===== config.mk =====
export PLATFORM = sky130hd
export DESIGN_NAME = rr_sequencer_flat
export DESIGN_NICKNAME = d
export VERILOG_FILES = /design/src/rtl/rr_pkg.sv /design/src/rtl/rr_sequencer_if.sv /design/src/rtl/ir_decode.sv /design/src/rtl/rr_sequencer.sv /design/src/flat_wrapper.sv
export SDC_FILE = /design/constraint.sdc
export NUM_CORES = 1
export LEC_CHECK = 0
export CELL_PAD_IN_SITES_DETAIL_PLACEMENT = 0
export CELL_PAD_IN_SITES_GLOBAL_PLACEMENT = 1
export CORE_ASPECT_RATIO = 0.8
export CORE_UTILIZATION = 19
export CTS_CLUSTER_DIAMETER = 50
export CTS_CLUSTER_SIZE = 40
export DETAILED_ROUTE_END_ITERATION = 10
export PLACE_DENSITY = 0.88
export SLEW_MARGIN = 30
export SYNTH_ARGS = -nofsm -noshare
export SYNTH_HDL_FRONTEND = slang
export SYNTH_HIERARCHICAL = 1
export SYNTH_SLANG_ARGS = --single-unit

===== constraint.sdc =====
create_clock -name Clock -period 2.35 [get_ports Clock]
set_input_delay 0.3525 -clock Clock [delete_from_list [all_inputs] [get_ports Clock]]
set_output_delay 0.3525 -clock Clock [all_outputs]
set_load 0.05 [all_outputs]

===== src/rtl/rr_pkg.sv =====
// ----------------------------------------------------------------------------
// rr_pkg
// Shared definitions for the register-register instruction sequencer:
//   - rr_state_e : sequencer state encoding (IDLE, T0..T6, FAULT plus the
//                  T1 memory-wait dwell state)
//   - OP_*       : ALU opcode constants
//   - opc_legal  : legal opcode range rule (OP_ADD..OP_DIV inclusive)
// ----------------------------------------------------------------------------
package rr_pkg;

   typedef enum logic [3:0] {
      S_IDLE,
      S_T0,
      S_T1,     // first T1 cycle: PC load happens here only
      S_T1W,    // T1 repeated while memory is not ready
      S_T2,
      S_T3,
      S_T4,
      S_T5,
      S_T6,
      S_FAULT
   } rr_state_e;

   localparam logic [4:0] OP_ADD = 5'b00011;
   localparam logic [4:0] OP_SUB = 5'b00100;
   localparam logic [4:0] OP_AND = 5'b00101;
   localparam logic [4:0] OP_OR  = 5'b00110;
   localparam logic [4:0] OP_MUL = 5'b01111;
   localparam logic [4:0] OP_DIV = 5'b10000;

   // Opcodes from OP_ADD up to OP_DIV are implemented; everything else traps.
   function automatic logic opc_legal(input logic [31:0] opc);
      return (opc >= 32'(OP_ADD)) && (opc <= 32'(OP_DIV));
   endfunction

endpackage


===== src/rtl/rr_sequencer_if.sv =====
// ----------------------------------------------------------------------------
// rr_sequencer_if
// Bundle between the sequencer and its environment.
//   Inputs to the sequencer : start, run, mem_ready, ir
//   Datapath strobes        : PCout MARin IncPC Zin PCin Read MDRin MDRout IRin
//                             Yin Zlowout Zhighout HIin LOin, Rin/Rout (one-hot),
//                             alu_op
//   Status                  : busy, done, fault
// Modports: slave = the sequencer, master = the controller/bench driving it.
// ----------------------------------------------------------------------------
interface rr_sequencer_if #(
   parameter int NREG   = 16,
   parameter int DATA_W = 32,
   parameter int OPC_W  = 5
);
   logic              start;
   logic              run;
   logic              mem_ready;
   logic [DATA_W-1:0] ir;

   logic PCout, MARin, IncPC, Zin, PCin, Read, MDRin, MDRout, IRin;
   logic Yin, Zlowout, Zhighout, HIin, LOin;
   logic [NREG-1:0]   Rin;
   logic [NREG-1:0]   Rout;
   logic [OPC_W-1:0]  alu_op;
   logic              busy;
   logic              done;
   logic              fault;

   modport slave (
      input  start, run, mem_ready, ir,
      output PCout, MARin, IncPC, Zin, PCin, Read, MDRin, MDRout, IRin,
             Yin, Zlowout, Zhighout, HIin, LOin, Rin, Rout, alu_op,
             busy, done, fault
   );

   modport master (
      output start, run, mem_ready, ir,
      input  PCout, MARin, IncPC, Zin, PCin, Read, MDRin, MDRout, IRin,
             Yin, Zlowout, Zhighout, HIin, LOin, Rin, Rout, alu_op,
             busy, done, fault
   );
endinterface


===== src/rtl/ir_decode.sv =====
// ----------------------------------------------------------------------------
// ir_decode
// Combinational instruction decode.
//   ir        in  : instruction register contents
//   opc       out : IR[DATA_W-1 -: OPC_W]
//   ra/rb/rc  out : register fields following the opcode, msb first
//   is_muldiv out : opcode is MUL or DIV (HI/LO writeback)
//   illegal   out : opcode outside the legal range, or a used register
//                   field >= NREG (ra is unused by MUL/DIV)
// ----------------------------------------------------------------------------
module ir_decode
   import rr_pkg::*;
#(
   parameter int NREG   = 16,
   parameter int DATA_W = 32,
   parameter int OPC_W  = 5,
   parameter int FLD_W  = 4
) (
   input  logic [DATA_W-1:0] ir,
   output logic [OPC_W-1:0]  opc,
   output logic [FLD_W-1:0]  ra,
   output logic [FLD_W-1:0]  rb,
   output logic [FLD_W-1:0]  rc,
   output logic              is_muldiv,
   output logic              illegal
);
   localparam int              LOW_W  = DATA_W - OPC_W - 3*FLD_W;
   // One extra bit so NREG = 2**FLD_W is representable.
   localparam logic [FLD_W:0]  NREG_L = (FLD_W+1)'(NREG);

   logic unused_low;

   assign opc = ir[DATA_W-1 -: OPC_W];
   assign ra  = ir[DATA_W-OPC_W-1 -: FLD_W];
   assign rb  = ir[DATA_W-OPC_W-FLD_W-1 -: FLD_W];
   assign rc  = ir[DATA_W-OPC_W-2*FLD_W-1 -: FLD_W];

   assign unused_low = ^ir[LOW_W-1:0];

   assign is_muldiv = (32'(opc) == 32'(OP_MUL)) || (32'(opc) == 32'(OP_DIV));

   assign illegal = !opc_legal(32'(opc))
                 || ({1'b0, rb} >= NREG_L)
                 || ({1'b0, rc} >= NREG_L)
                 || (!is_muldiv && ({1'b0, ra} >= NREG_L));
endmodule


===== src/rtl/rr_sequencer.sv =====
// ----------------------------------------------------------------------------
// rr_sequencer
// Hardwired T0..T6 control sequencer for register-register ALU instructions.
//   Clock    in : rising-edge clock
//   Clear_n  in : asynchronous active-low reset (forces IDLE, outputs 0)
//   bus         : rr_sequencer_if.slave - start/run/mem_ready/ir in,
//                 datapath strobes, Rin/Rout, alu_op, busy/done/fault out
// All outputs are Moore functions of the state and the decoded ir.
// ----------------------------------------------------------------------------
module rr_sequencer
   import rr_pkg::*;
#(
   parameter int NREG   = 16,
   parameter int DATA_W = 32,
   parameter int OPC_W  = 5,
   parameter int FLD_W  = 4
) (
   input  logic            Clock,
   input  logic            Clear_n,
   rr_sequencer_if.slave   bus
);
   localparam logic [NREG-1:0] ONE = NREG'(1);

   rr_state_e         state, state_nxt;
   logic [OPC_W-1:0]  opc;
   logic [FLD_W-1:0]  ra, rb, rc;
   logic              is_muldiv;
   logic              illegal;

   ir_decode #(
      .NREG   (NREG),
      .DATA_W (DATA_W),
      .OPC_W  (OPC_W),
      .FLD_W  (FLD_W)
   ) u_decode (
      .ir        (bus.ir),
      .opc       (opc),
      .ra        (ra),
      .rb        (rb),
      .rc        (rc),
      .is_muldiv (is_muldiv),
      .illegal   (illegal)
   );

   always_ff @(posedge Clock or negedge Clear_n) begin
      if (!Clear_n) state <= S_IDLE;
      else          state <= state_nxt;
   end

   always_comb begin
      state_nxt    = state;
      bus.PCout    = 1'b0;
      bus.MARin    = 1'b0;
      bus.IncPC    = 1'b0;
      bus.Zin      = 1'b0;
      bus.PCin     = 1'b0;
      bus.Read     = 1'b0;
      bus.MDRin    = 1'b0;
      bus.MDRout   = 1'b0;
      bus.IRin     = 1'b0;
      bus.Yin      = 1'b0;
      bus.Zlowout  = 1'b0;
      bus.Zhighout = 1'b0;
      bus.HIin     = 1'b0;
      bus.LOin     = 1'b0;
      bus.Rin      = '0;
      bus.Rout     = '0;
      bus.alu_op   = '0;
      bus.done     = 1'b0;
      bus.fault    = 1'b0;
      bus.busy     = (state != S_IDLE) && (state != S_FAULT);

      unique case (state)
         S_IDLE: begin
            if (bus.start) state_nxt = S_T0;
         end
         S_T0: begin
            bus.PCout = 1'b1;
            bus.MARin = 1'b1;
            bus.IncPC = 1'b1;
            bus.Zin   = 1'b1;
            state_nxt = S_T1;
         end
         S_T1, S_T1W: begin
            // Read/MDRin hold through wait cycles; PC loads only once.
            bus.Zlowout = 1'b1;
            bus.Read    = 1'b1;
            bus.MDRin   = 1'b1;
            bus.PCin    = (state == S_T1);
            state_nxt   = bus.mem_ready ? S_T2 : S_T1W;
         end
         S_T2: begin
            bus.MDRout = 1'b1;
            bus.IRin   = 1'b1;
            state_nxt  = S_T3;
         end
         S_T3: begin
            if (illegal) begin
               state_nxt = S_FAULT;
            end else begin
               bus.Rout  = ONE << rb;
               bus.Yin   = 1'b1;
               state_nxt = S_T4;
            end
         end
         S_T4: begin
            bus.Rout   = ONE << rc;
            bus.Zin    = 1'b1;
            bus.alu_op = opc;
            state_nxt  = S_T5;
         end
         S_T5: begin
            bus.Zlowout = 1'b1;
            if (is_muldiv) begin
               bus.LOin  = 1'b1;
               state_nxt = S_T6;
            end else begin
               bus.Rin   = ONE << ra;
               bus.done  = 1'b1;
               state_nxt = bus.run ? S_T0 : S_IDLE;
            end
         end
         S_T6: begin
            bus.Zhighout = 1'b1;
            bus.HIin     = 1'b1;
            bus.done     = 1'b1;
            state_nxt    = bus.run ? S_T0 : S_IDLE;
         end
         S_FAULT: begin
            bus.fault = 1'b1;
         end
         default: state_nxt = S_IDLE;
      endcase
   end
endmodule


===== src/flat_wrapper.sv =====
// flat-port wrapper written by rule: the top's interface ports become plain ports
module rr_sequencer_flat import rr_pkg::*;
#(
   parameter int NREG   = 16,
   parameter int DATA_W = 32,
   parameter int OPC_W  = 5,
   parameter int FLD_W  = 4
)
  (Clock, Clear_n, bus_start, bus_run, bus_mem_ready, bus_ir, bus_PCout, bus_MARin, bus_IncPC, bus_Zin, bus_PCin, bus_Read, bus_MDRin, bus_MDRout, bus_IRin, bus_Yin, bus_Zlowout, bus_Zhighout, bus_HIin, bus_LOin, bus_Rin, bus_Rout, bus_alu_op, bus_busy, bus_done, bus_fault);
  rr_sequencer_if #(.NREG(NREG), .DATA_W(DATA_W), .OPC_W(OPC_W)) bus_i ();
  input  logic Clock;
  input  logic Clear_n;
  input wire logic [$bits(bus_i.start)-1:0] bus_start;
  input wire logic [$bits(bus_i.run)-1:0] bus_run;
  input wire logic [$bits(bus_i.mem_ready)-1:0] bus_mem_ready;
  input wire logic [$bits(bus_i.ir)-1:0] bus_ir;
  output wire logic [$bits(bus_i.PCout)-1:0] bus_PCout;
  output wire logic [$bits(bus_i.MARin)-1:0] bus_MARin;
  output wire logic [$bits(bus_i.IncPC)-1:0] bus_IncPC;
  output wire logic [$bits(bus_i.Zin)-1:0] bus_Zin;
  output wire logic [$bits(bus_i.PCin)-1:0] bus_PCin;
  output wire logic [$bits(bus_i.Read)-1:0] bus_Read;
  output wire logic [$bits(bus_i.MDRin)-1:0] bus_MDRin;
  output wire logic [$bits(bus_i.MDRout)-1:0] bus_MDRout;
  output wire logic [$bits(bus_i.IRin)-1:0] bus_IRin;
  output wire logic [$bits(bus_i.Yin)-1:0] bus_Yin;
  output wire logic [$bits(bus_i.Zlowout)-1:0] bus_Zlowout;
  output wire logic [$bits(bus_i.Zhighout)-1:0] bus_Zhighout;
  output wire logic [$bits(bus_i.HIin)-1:0] bus_HIin;
  output wire logic [$bits(bus_i.LOin)-1:0] bus_LOin;
  output wire logic [$bits(bus_i.Rin)-1:0] bus_Rin;
  output wire logic [$bits(bus_i.Rout)-1:0] bus_Rout;
  output wire logic [$bits(bus_i.alu_op)-1:0] bus_alu_op;
  output wire logic [$bits(bus_i.busy)-1:0] bus_busy;
  output wire logic [$bits(bus_i.done)-1:0] bus_done;
  output wire logic [$bits(bus_i.fault)-1:0] bus_fault;
  assign bus_i.start = bus_start;
  assign bus_i.run = bus_run;
  assign bus_i.mem_ready = bus_mem_ready;
  assign bus_i.ir = bus_ir;
  assign bus_PCout = bus_i.PCout;
  assign bus_MARin = bus_i.MARin;
  assign bus_IncPC = bus_i.IncPC;
  assign bus_Zin = bus_i.Zin;
  assign bus_PCin = bus_i.PCin;
  assign bus_Read = bus_i.Read;
  assign bus_MDRin = bus_i.MDRin;
  assign bus_MDRout = bus_i.MDRout;
  assign bus_IRin = bus_i.IRin;
  assign bus_Yin = bus_i.Yin;
  assign bus_Zlowout = bus_i.Zlowout;
  assign bus_Zhighout = bus_i.Zhighout;
  assign bus_HIin = bus_i.HIin;
  assign bus_LOin = bus_i.LOin;
  assign bus_Rin = bus_i.Rin;
  assign bus_Rout = bus_i.Rout;
  assign bus_alu_op = bus_i.alu_op;
  assign bus_busy = bus_i.busy;
  assign bus_done = bus_i.done;
  assign bus_fault = bus_i.fault;
  rr_sequencer #(.NREG(NREG), .DATA_W(DATA_W), .OPC_W(OPC_W), .FLD_W(FLD_W)) u_core (.Clock(Clock), .Clear_n(Clear_n), .bus(bus_i));
endmodule

==> flow_results.org, run 1 <==
** Finish
- Area taken by multi-input logic gates :: 1140 sq um
- The layout has approximately 510 filler cells.
- Sequential cell area :: 100 sq um
- Antenna fix cells :: 0
- Largest registers :: u_core/state x4
- Compared with the post-synthesis result, the final layout area differs by 134%.
- Largest register FFs :: 4
- Of the cells placed in the final design, the portion with a size suffix greater than 1 is 0.566.
- After the last flow step, the layout net total stands at around 270.
- u_core/state holds more flip-flops than any other register.
- For this run, the share of the core covered by cells in the final layout is 0.472.

** Setup path
- The worst setup path is launched from a primary input.
- Endpoint required time on the critical path :: 2.00 ns
- The worst setup path is captured at a primary output.
- STA puts the critical path data arrival time at 2.39 ns.
- By startpoint and endpoint, the worst setup path is classified as primary input to primary output.
- Of all nets on the critical path, the largest fanout is 7.

** Die
- Core Footprint :: approximately 5600 sq um
- Measured along the x axis, the die boundary spans 88.2 um.
- Area of the die :: 6250 sq um
- For this design the top-level I/O count stands at 91.
- Effective utilization at floorplan :: 0.202
- Vertical die dimension :: around 70 um
- Row count :: 24

** Drt
- In this run the remaining antenna-violating nets after routing total 0.
- Post-DR vias/cell :: roughly 4.7
- In the final routed layout, each cell accounts on average for 14.0 um.
- The pre-antenna-repair detailed-routing pass consisted of 4 iterations.
- Overall routed net length :: 4.38 mm
- For this block, the initial DRC count from the detailed router was between 40 and 50.
- In the routed design, unresolved DRC markers number 0.
- For this block, the via count after detailed routing is 1,462.

** Outcome
- Status :: complete, but fails checks
- Failing checks :: negative setup slack

** Clocking
- The clock net in this run drives a total of 4 sinks.
- Post-CTS Hold Fix Bufs :: 0
- Clock-pin slew on the worst setup and hold paths :: 0.03 ns
- CTS built an H-tree with a depth of 1.
- CTS Buf Count :: 3
- Insertion delay to the later sink of the worst-skew pair :: 0.21 ns
- TritonCTS built the clock tree.
- Clock root cell :: sky130_fd_sc_hd__clkbuf_8
- CTS max path bufs :: 2

** STA
- The clock arrives with 0.000555 ns of skew.
- Number of hold-slack violations in the final timing report :: 0
- Tightest slew margin relative to the limit :: 0.661
- Share of the cycle needed by the critical path after routing :: 1.17
- Slack of the critical path :: -0.392 ns
- Subtracting the final worst setup slack from the clock period gives 2.74 ns.
- Max-slew violation total from the final report :: 0
- Timing would allow up to 0.365 GHz.
- Total of endpoints with negative setup slack in the final report :: 18
- For the pin with the worst max-slew slack, the measured transition is 0.508 ns.
- Setup repair after global routing could not meet its margin everywhere.

** Synth
- Syn Nets :: roughly 200
- Cells taking the most area after synthesis :: sky130_fd_sc_hd__buf_4 15%, sky130_fd_sc_hd__dfrtp_1 8.9%, sky130_fd_sc_hd__and3_1 5.0%
- Number of instances in the synthesized netlist :: 161
- Synthesized area per cell :: 7.01 sq um
- Of all cell types, the one taking the most synthesized area is sky130_fd_sc_hd__buf_4.
- Mapped cell area :: 1130 sq um
- The share of synthesized area in the top cell type comes to 0.153.
- Number of register bits inferred by synthesis :: 4
- Unique masters post-synth :: 44
- Register area share after synthesis :: 0.0887
- For this run, the number of Yosys warnings is 6.

** Pwr
- Static leakage power :: 1.01 nW
- After layout, the design draws a total of 0.00188 W.
- Dividing total power by cell area gives a power density of ~710 nW/um^2.
- Peak supply drop :: between 0.0007 and 0.0008 V

** Place
- Number of port buffers :: 75
- Detailed placement ended at an HPWL of about 3.4 mm.
- Final weighted congestion of routability-driven global placement :: 0.792

** Global route
- Total grt overflow :: 0
- The number of antenna violations at the first check in global routing is 0.
- Largest net degree at the start of global routing :: 19
- Wire length of the first global-routing pass :: 6.91 mm
- The via count of the first global-routing pass came to 1,408.
- GRT Total Usage :: 0.135

** Run
- The tool flagged a number of max-cap violations equal to 0.

** Min path
- The tightest min-delay check is of the primary input to asynchronous set/reset pin type.
synthesized netlist by cell type (all sizes together):
| cell | number |
|---|---|
| buf | 29 |
| and3 | 9 |
| nand2 | 9 |
| nor3 | 9 |
| nor2 | 8 |
| o22ai | 7 |
| o32ai | 7 |
| clkbuf | 6 |
| and2 | 5 |
| inv | 5 |
| nand2b | 5 |
| nand3 | 5 |
| nand4 | 5 |
| nor4 | 5 |
| or3 | 5 |
| dfrtp | 4 |
| nand3b | 4 |
| nor2b | 4 |
| o21ai | 4 |
| a21oi | 3 |
| or4 | 3 |
| a211oi | 2 |
| mux2 | 2 |
| nor3b | 2 |
| o21a | 2 |
| a21o | 1 |
| and4b | 1 |
| and4bb | 1 |
| mux2i | 1 |
| nand4b | 1 |
| nor4b | 1 |
| nor4bb | 1 |
| o21bai | 1 |
| o311a | 1 |
| o31ai | 1 |
| or2 | 1 |
| xor2 | 1 |
cells by family after synthesis:
kind of cell    count (synthesis)  synth area share
simple gates                   84             0.452
xor+xnor                        1           0.00776
buf+inv                        40             0.220
flops                           4            0.0887
compound gates                 29             0.200
mux                             3            0.0321
routing by layer:
layer / track usage / vias up / routed length (um)
li1: - / 724 / -
met1: 0.185 / 691 / 1900
met2: 0.227 / 45 / 2230
met3: 0.0257 / 2 / 234
met4: 0.0125 / 0 / 21
met5: 0 / - / 0
power by group:
part	internal [W]	leakage, nW	total (W)	switching [W]
clock network	0.000109	0.0216	0.000143	0.0000338
registers	0.000100	0.0498	0.000148	0.0000479
logic	0.000649	0.941	0.00159	0.000945
total	0.000858	1.01	0.00188	0.00103
final timing paths:
check | from | end | slack, ns | cells past startpoint
max | bus_ir[28] | bus_Rout[4] | -0.39 | 7
min in group Clock | u_core/state[1] | u_core/state[1] | 0.70 | 2
min reg2reg | u_core/state[1] | u_core/state[1] | 0.70 | 2
max in group asynchronous | Clear_n | u_core/state[2] | 1.85 | 1
min | Clear_n | u_core/state[3] | 0.34 | 1
max reg2reg | u_core/state[2] | u_core/state[0] | 0.83 | 4
critical path: stages:
cell and delay (ns):
sky130_fd_sc_hd__buf_6 0.09, sky130_fd_sc_hd__or4_4 0.52, sky130_fd_sc_hd__mux2_4 0.29, sky130_fd_sc_hd__or4_4 0.64, sky130_fd_sc_hd__buf_6 0.17, sky130_fd_sc_hd__o22ai_4 0.16, sky130_fd_sc_hd__buf_12 0.16
final cells by class:
type,count,share of cell area
repair buffers,106,0.471
inverters,5,0.00712
clock buffers,3,0.0157
well taps,78,0.0370
flip-flops and latches,4,0.0380
multi-input cells,117,0.431
through the flow:
stage / setup TNS (ns) / instances / setup WS, ns / area, sq um / hold WS (ns)
2_1_floorplan: -4.98 / 161 / -0.461 / 1420 / 0.0569
3_3_place_gp: -13.03 / 308 / -0.739 / 2470 / 0.566
3_5_place_dp: -13.90 / 308 / -0.760 / 2470 / 0.568
4_1_cts: -5.88 / 311 / -0.462 / 2550 / 0.343
5_1_grt: -6.58 / 313 / -0.441 / 2640 / 0.342
6_report: -5.51 / 313 / -0.392 / 2640 / 0.340
cells in the final DEF (no fill, tap or decap), drive strengths merged, types with 3 or more instances in the layout:
cell type	instances
a21oi	3
dfrtp	4
nand2b	5
nand4	5
buf	87
or3	5
nand3b	4
nor2b	4
nand3	5
and2	5
o21ai	4
clkbuf	3
nand2	9
inv	5
and3	9
o22ai	7
clkdlybuf4s50	17
nor4	5
or4	3
nor2	8
o32ai	7
nor3	9
timing repair:
item	4_1_cts	5_1_grt
buffers inserted	0	2
endpoints found under the hold margin	0	0
setup endpoints to repair	35	31
pin swaps	7	4
gates resized for setup	24	16
Power figures use the tool's default switching activity.
==> run 2: changes to the inputs <==
--- a/config.mk
+++ b/config.mk
@@ -8,11 +8,11 @@
 export CELL_PAD_IN_SITES_DETAIL_PLACEMENT = 0
 export CELL_PAD_IN_SITES_GLOBAL_PLACEMENT = 1
 export CORE_ASPECT_RATIO = 0.8
-export CORE_UTILIZATION = 19
+export CORE_UTILIZATION = 23
 export CTS_CLUSTER_DIAMETER = 50
 export CTS_CLUSTER_SIZE = 40
 export DETAILED_ROUTE_END_ITERATION = 10
-export PLACE_DENSITY = 0.88
+export PLACE_DENSITY = 0.95
 export SLEW_MARGIN = 30
 export SYNTH_ARGS = -nofsm -noshare
 export SYNTH_HDL_FRONTEND = slang
==> constraint.sdc (replaced) <==
create_clock -name Clock -period 3.5 [get_ports Clock]
set_input_delay 0.525 -clock Clock [delete_from_list [all_inputs] [get_ports Clock]]
set_output_delay 0.525 -clock Clock [all_outputs]
set_load 0.05 [all_outputs]
==> run 2 against run 1 <==
Effect of this change:
- combinational power fell by 50%
- utilization fell by 4.1 points
- sequential cell count did not move
- non-clock buffer count fell by 23
- the flow now finishes without violations
- clock power fell by 30%
- routed wire length fell by 21%
- count of clock-buffer cells in the layout did not move
- cell count fell by 13%
- setup slack improved by 0.47 ns
- via count fell by 5.7%
- clock skew barely moved
- die area fell by 17%
==> flow_results.org, run 2 (synthesis gave the netlist of run 1 again) <==
** Drt
- The remaining antenna violation count after routing was 0 (unchanged).
- The number of DRC violations after detailed routing is 0 (unchanged).
- The count of vias placed by the detailed router was 1,378 (was 1,462).
- The final wirelength was 3.47 mm (was 4.38 mm).
- The detailed-route vias per instance is 5.07 (was 4.67).
- The wire length per cell after detailed routing is 12.7 um (was 14.0 um).
- The number of DRC violations after detailed-routing iteration 0 is 73 (was 49).
- TritonRoute pass-1 iters :: 4 (unchanged)

** Die
- Core Footprint :: 4650 sq um (was 5590 sq um)
- The die area came to 5190 sq um (was 6250 sq um).
- The initial cell density of the core is 0.243 (was 0.202).
- The height of the die came to 64.7 um (was 70.9 um).
- The number of core rows is 22 (was 24).
- The die outline width came to 80.3 um (was 88.2 um).
- The number of top-level pins was 91 (unchanged).

** Pwr
- Fraction of power consumed by the clock network :: 0.096 (was 0.076)
- Sw Share :: 0.579 (was 0.545)
- Post-layout power :: 0.00105 W (was 0.00188 W)
- The maximum vdd drop came to 0.000557 V (was 0.000755 V).
- Share of power burned in combinational logic :: 0.758 (was 0.846)
- Pint :: 0.000441 W (was 0.000858 W)
- The sequential group share of total power is 0.146 (was 0.079).
- The power dissipated by switching net loads is 0.000607 W (was 0.00103 W).
- Total power per unit cell area :: 523 nW/um^2 (was 715 nW/um^2)
- Static leakage power :: 0.790 nW (was 1.01 nW)

** Clocking
- The clock insertion delay at the later pin of the skew report was 0.22 ns (was 0.21 ns).
- The maximum clock insertion buffer count is 2 (unchanged).
- Number of H-tree levels :: 1 (unchanged)
- Clock root cell :: sky130_fd_sc_hd__clkbuf_8 (unchanged)
- Clock-pin slew on the worst setup and hold paths :: 0.03 ns (about the same)
- The TritonCTS clock tree is done (unchanged).
- The clock net sink count came to 4 (unchanged).
- CTS Buf Count :: 3 (unchanged)

** STA
- The final setup violation count came to 0 (was 18).
- Max-slew violation total from the final report :: 0 (unchanged)
- Setup repair after global routing missed its margin :: false (was true)
- The transition time at the pin with the least slew margin came to 0.558 ns (was 0.508 ns).
- Period minus WS final :: 3.43 ns
- Fin Clk Skew :: 0.0000588 ns (was 0.000555 ns)
- The hold violation total from the final report came to 0 (unchanged).
- Timing would allow up to 0.292 GHz.
- Tightest slew margin relative to the limit :: 0.628 (was 0.661)
- Share of the cycle needed by the critical path after routing :: 0.979

** Finish
- Commonest non-fill, non-tap cells in the layout: 38 x sky130_fd_sc_hd__clkdlybuf4s50_1, 24 x sky130_fd_sc_hd__buf_4, 18 x sky130_fd_sc_hd__buf_12 (was 46 x sky130_fd_sc_hd__buf_4, 29 x sky130_fd_sc_hd__buf_12, 17 x sky130_fd_sc_hd__clkdlybuf4s50_1).
- Antenna fix cells :: 0 (unchanged)
- The final-stage net count was 251 (was 274).
- Area taken by multi-input logic gates :: 812 sq um (was 1140 sq um)
- The register ranked first by flip-flop count is u_core/state (unchanged).
- Sequential cell area :: 100 sq um (unchanged)
- Non-filler cells, final :: 272 (was 313)
- The fraction of layout cells with a size suffix above 1 is 0.278 (was 0.566).
- Most common cell after layout, fill and taps aside :: sky130_fd_sc_hd__clkdlybuf4s50_1 (was sky130_fd_sc_hd__buf_4)
- The layout filler cell count was 444 (was 514).
- Largest registers :: u_core/state x4 (unchanged)
- Largest register FFs :: 4 (unchanged)
- Layout overhead on the synthesized area :: 77.6% (was 134%)

** Global route
- Most Crowded Layer GR :: met2 (unchanged)
- Largest net degree at the start of global routing :: 21 (was 19)
- The met1 global-route usage came to 0.176 (was 0.185).
- GRT Total Usage :: 0.133 (was 0.135)
- The routing usage on met2 was 0.229 (was 0.227).
- Met3 track utilization from global routing :: 0.0183 (was 0.0257)
- The via count of the first global-routing pass was 1,231 (was 1,408).
- Number of antenna violations at the first check in global routing :: 0 (unchanged)
- Total grt overflow :: 0 (unchanged)
- Wire length of the first global-routing pass :: 5.63 mm (was 6.91 mm)

** Place
- The HPWL after detailed placement came to 2.70 mm (was 3.42 mm).
- The final weighted congestion in routability-driven placement was 0.870 (was 0.792).
- The number of buffer cells added on primary ports is 75 (unchanged).
- The total instance count after detailed placement was 269 (was 308).

** Setup path
- The number of cell instances on the worst register-to-register path came to 3 (was 4).
- Endpoint required time on the critical path :: 2.97 ns (was 2.00 ns)
- The sort of element at the end of the critical path is a primary output (unchanged).
- Type of the setup path with the least slack :: primary input to primary output (unchanged)
- The startpoint kind of the worst setup timing path is a primary input (unchanged).
- The largest fanout of any net on the critical path was 8 (was 7).
- The register-to-register path setup slack came to 1.98 ns (was 0.83 ns).
- The worst endpoint data arrival time came to 2.90 ns (was 2.39 ns).

** Outcome
- Status: finished, final reports clean (was complete, but fails checks).

** Run
- The number of maximum-capacitance constraint violations was 0 (unchanged).

** Min path
- The worst hold-check path type was primary input to asynchronous set/reset pin (unchanged).
## run 2: cell count changes in the layout (fill, tap and decap cells not counted), sizes merged
cell,change
buf,-44
clkdlybuf4s50,+21
clkdlybuf4s15,-1
dlymetal6s2s,+1
## run 2: critical path, stage by stage
cell	delay [ns]
sky130_fd_sc_hd__clkdlybuf4s50_1	0.43
sky130_fd_sc_hd__or4_4	0.49
sky130_fd_sc_hd__mux2_4	0.28
sky130_fd_sc_hd__or4_1	0.55
sky130_fd_sc_hd__buf_6	0.17
sky130_fd_sc_hd__o32ai_2	0.28
sky130_fd_sc_hd__buf_12	0.18
## run 2: final cells by class
class | count | area share
timing repair buffer | 83 | 0.478
multi-input combinational | 117 | 0.405
sequential | 4 | 0.0499
tap | 60 | 0.0375
clock buffer | 3 | 0.0206
inverter | 5 | 0.00936
## run 2: per-layer routing
metal | wire length [um] | share of wire
met1 | 1530 | 0.44
met2 | 1680 | 0.48
met3 | 228 | 0.066
met4 | 29 | 0.0084
met5 | 0 | 0
## run 2: what timing repair did
item	4_1_cts	5_1_grt
endpoints found under the setup margin	4	8
gates resized for setup	4	3
hold buffers	0	0
setup buffers	0	0
pin swaps	0	2
hold endpoints to repair	0	0
## run 2: final timing paths
check / endpoint / startpoint
min in group Clock: u_core/state[2] / u_core/state[3]
worst max register to register: u_core/state[0] / u_core/state[2]
worst min-delay path: u_core/state[1] / Clear_n
max in group asynchronous: u_core/state[3] / Clear_n
worst max-delay path: bus_Rout[1] / bus_ir[27]
worst min register to register: u_core/state[2] / u_core/state[3]
## run 2: stage by stage
step                      utilization  area [sq um]  TNS [ns]  hold WS (ns)  worst slack, ns
after floorplan                     -          1130    -0.835         0.229           -0.284
after global placement          0.414          1930  -0.00361         0.736         -0.00361
after detailed placement        0.414          1930   -0.0681         0.734          -0.0499
after CTS                       0.430          2000         0         0.508          0.00136
after global routing            0.431          2000         0         0.524           0.0210
final                           0.431          2000         0         0.505           0.0749
## run 2: power groups by stage
stage,clock network [W],logic (W),registers [W]
after global routing,0.000108,0.000837,0.000164
after global placement,0,0.000787,0.000152
after floorplan,0,0.000662,0.0000805
after detailed placement,0,0.000790,0.000152
final,0.000100,0.000794,0.000153
after CTS,0.000104,0.000799,0.000151
==> run 3: changes to the inputs <==
--- a/config.mk
+++ b/config.mk
@@ -12,7 +12,7 @@
 export CTS_CLUSTER_DIAMETER = 50
 export CTS_CLUSTER_SIZE = 40
 export DETAILED_ROUTE_END_ITERATION = 10
-export PLACE_DENSITY = 0.95
+export PLACE_DENSITY = 0.83
 export SLEW_MARGIN = 30
 export SYNTH_ARGS = -nofsm -noshare
 export SYNTH_HDL_FRONTEND = slang
==> run 3 against run 2 <==
Effect of this change:
- maximum frequency is 0.49% lower
- total power shrank 0.28%
- utilization increased by 1.0 points
- non-clock buffer count increased by 3
- hold slack better by 0.0074 ns
- clock skew up 0.0013 ns
- combinational power barely moved
- highest routed layer is now met3
- clock power is 4% lower
- sequential power hardly changed
- count of clock-buffer cells in the layout unchanged
==> flow_results.org, run 3 (synthesis gave the netlist of run 1 again) <==
** Finish
- Commonest non-fill, non-tap cells in the layout: 38 x sky130_fd_sc_hd__clkdlybuf4s50_1, 28 x sky130_fd_sc_hd__buf_4, 17 x sky130_fd_sc_hd__buf_12 (was 38 x sky130_fd_sc_hd__clkdlybuf4s50_1, 24 x sky130_fd_sc_hd__buf_4, 18 x sky130_fd_sc_hd__buf_12).
- Antenna fix cells :: 0 (unchanged)
- Non-filler cells, final :: 275 (was 272)
- The flip-flop count of the largest register after layout was 4 (unchanged).
- Fraction of final layout cells with drive strength greater than 1 :: 0.293 (was 0.278)
- The final-stage net count is 254 (was 251).
- Most common cell after layout, fill and taps aside :: sky130_fd_sc_hd__clkdlybuf4s50_1 (unchanged)
- The area taken by multi-input logic gates came to 847 sq um (was 812 sq um).
- Largest register by flop count :: u_core/state (unchanged)
- Number of filler cells placed in the layout :: 437 (was 444)
- The area overhead of the layout relative to synthesis was 81.9% (was 77.6%).
- The sequential cell area is 100 sq um (unchanged).
- Largest registers :: u_core/state x4 (unchanged)

** Drt
- Overall routed net length :: 3.55 mm (was 3.47 mm)
- The detailed-route vias per instance came to 4.93 (was 5.07).
- The remaining antenna violation count after routing came to 0 (unchanged).
- Vias after detailed routing :: 1,355 (was 1,378)
- The count of TritonRoute iterations in the first routing pass was 4 (unchanged).
- The number of DRC violations after detailed routing was 0 (unchanged).
- The number of DRC violations after detailed-routing iteration 0 was 91 (was 73).
- The wire length per cell after detailed routing was 12.9 um (was 12.7 um).

** Clocking
- CTS Buf Count :: 3 (unchanged)
- The cts-stage hold buffer count came to 0 (unchanged).
- The clock-pin transition on the worst setup and hold timing paths is 0.03 ns (about the same).
- Clock sink count :: 4 (unchanged)
- CTS max path bufs :: 2 (unchanged)
- TritonCTS clock tree :: done (unchanged)
- Clock root cell :: sky130_fd_sc_hd__clkbuf_8 (unchanged)
- Insertion delay to the later sink of the worst-skew pair :: 0.21 ns (was 0.22 ns)
- The number of levels in the clock H-tree is 1 (unchanged).

** STA
- Fin Clk Skew :: 0.00137 ns (was 0.0000588 ns)
- The worst hold slack came to 0.512 ns (was 0.505 ns).
- The sum of negative setup slack is 0 ns (unchanged).
- Transition time at the pin with the least slew margin :: 0.557 ns (was 0.558 ns)
- The final worst-path cycle share was 0.983 (was 0.979).
- The worst max-slew margin expressed relative to the limit was 0.629 (was 0.628).
- Max-slew violation total from the final report :: 0 (unchanged)
- Number of hold-slack violations in the final timing report :: 0 (unchanged)
- The final setup violation count came to 0 (unchanged).
- The worst path setup slack after routing is 0.0580 ns (was 0.0749 ns).
- The shortest clock period the worst path allows after layout came to 3.44 ns (was 3.43 ns).
- Setup repair after global routing missed its margin: false (unchanged).
- The upper clock frequency limit is 0.291 GHz (was 0.292 GHz).

** Setup path
- The class of the most critical setup path is primary input to primary output (unchanged).
- Type of origin of the critical path :: primary input (unchanged)
- Critical Path End Type :: primary output (unchanged)
- Endpoint required time on the critical path :: 2.97 ns (about the same)
- Crit Path Max Fanout :: 8 (unchanged)
- Arrival time at the worst endpoint :: 2.92 ns (was 2.90 ns)

** Global route
- The number of antenna violations at the first check in global routing came to 0 (unchanged).
- GRT Total Usage :: 0.135 (was 0.133)
- The maximum number of pins on one net before global-route repair came to 21 (unchanged).
- Vias in the first global route :: 1,161 (was 1,231)
- Wire length of the first global-routing pass :: 5.69 mm (was 5.63 mm)
- The global route total overflow was 0 (unchanged).

** Min path
- The worst hold-check path type is primary input to asynchronous set/reset pin (unchanged).

** Pwr
- Static leakage power :: 0.807 nW (was 0.790 nW)
- Post-layout power :: 0.00105 W (about the same)
- Peak supply drop :: 0.000557 V (about the same)
- Total power per unit cell area :: 509 nW/um^2 (was 523 nW/um^2)

** Die
- Vertical die dimension :: 64.7 um (unchanged)
- The number of core rows is 22 (unchanged).
- The number of top-level pins was 91 (unchanged).
- The die area is 5190 sq um (unchanged).
- The initial cell density of the core came to 0.243 (unchanged).
- The core area came to 4650 sq um (unchanged).
- The die outline width is 80.3 um (unchanged).

** Place
- Number of port buffers :: 75 (unchanged)
- The total instance count after detailed placement came to 271 (was 269).
- Final weighted congestion of routability-driven global placement :: 0.822 (was 0.870)
- The worst setup slack after placement came to -0.0381 ns (was -0.0499 ns).
- DPL Wire Length :: 2.75 mm (was 2.70 mm)

** Run
- The number of maximum-capacitance constraint violations was 0 (unchanged).

** Outcome
- Status :: finished, final reports clean (unchanged)
## run 3: critical path: stages
cell and delay [ns]:
sky130_fd_sc_hd__clkdlybuf4s50_1 0.43, sky130_fd_sc_hd__or4_4 0.49, sky130_fd_sc_hd__mux2_4 0.29, sky130_fd_sc_hd__or4_4 0.54, sky130_fd_sc_hd__buf_8 0.16, sky130_fd_sc_hd__o32ai_4 0.31
sky130_fd_sc_hd__buf_12 0.18
## run 3: power by group
group	total [W]	internal, W	switching, W
sequential	0.000153	0.0000662	0.0000867
combinational	0.000797	0.000303	0.000494
clock	0.0000958	0.0000732	0.0000226
total	0.00105	0.000442	0.000603
## run 3: final timing paths
kind / startpoint / end / slack, ns / cells after the start
worst min register to register: u_core/state[3] / u_core/state[2] / 0.74 / 1
min in group Clock: u_core/state[3] / u_core/state[2] / 0.74 / 1
worst max register to register: u_core/state[2] / u_core/state[0] / 1.98 / 3
worst max-delay path: bus_ir[27] / bus_Rout[2] / 0.06 / 7
max in group asynchronous: Clear_n / u_core/state[0] / 2.82 / 1
worst min-delay path: Clear_n / u_core/state[1] / 0.51 / 1
## run 3: metrics by stage
stage | cell area (sq um) | utilization
after CTS | 2000 | 0.430
final | 2050 | 0.441
after floorplan | 1130 | -
after global routing | 2050 | 0.441
after global placement | 1930 | 0.415
after detailed placement | 1930 | 0.415
## run 3: repair_timing
action / in CTS / in global routing
endpoints found under the setup margin: 3 / 9
gates resized for setup: 3 / 8
pin swaps: 1 / 4
buffers inserted: 0 / 1
## run 3: area by class of cell
| cell class | instances | area share |
|---|---|---|
| flip-flops and latches | 4 | 0.0488 |
| repair buffers | 86 | 0.473 |
| inverters | 5 | 0.00914 |
| multi-input cells | 117 | 0.413 |
| well taps | 60 | 0.0366 |
| clock buffers | 3 | 0.0201 |
## run 3: routing by layer
layer | share of wire | track usage | wire (um)
met5 | 0 | 0 | 0
met3 | 0.068 | 0.0296 | 240
met1 | 0.45 | 0.195 | 1590
met2 | 0.49 | 0.212 | 1720
met4 | 0 | 0.00670 | 0
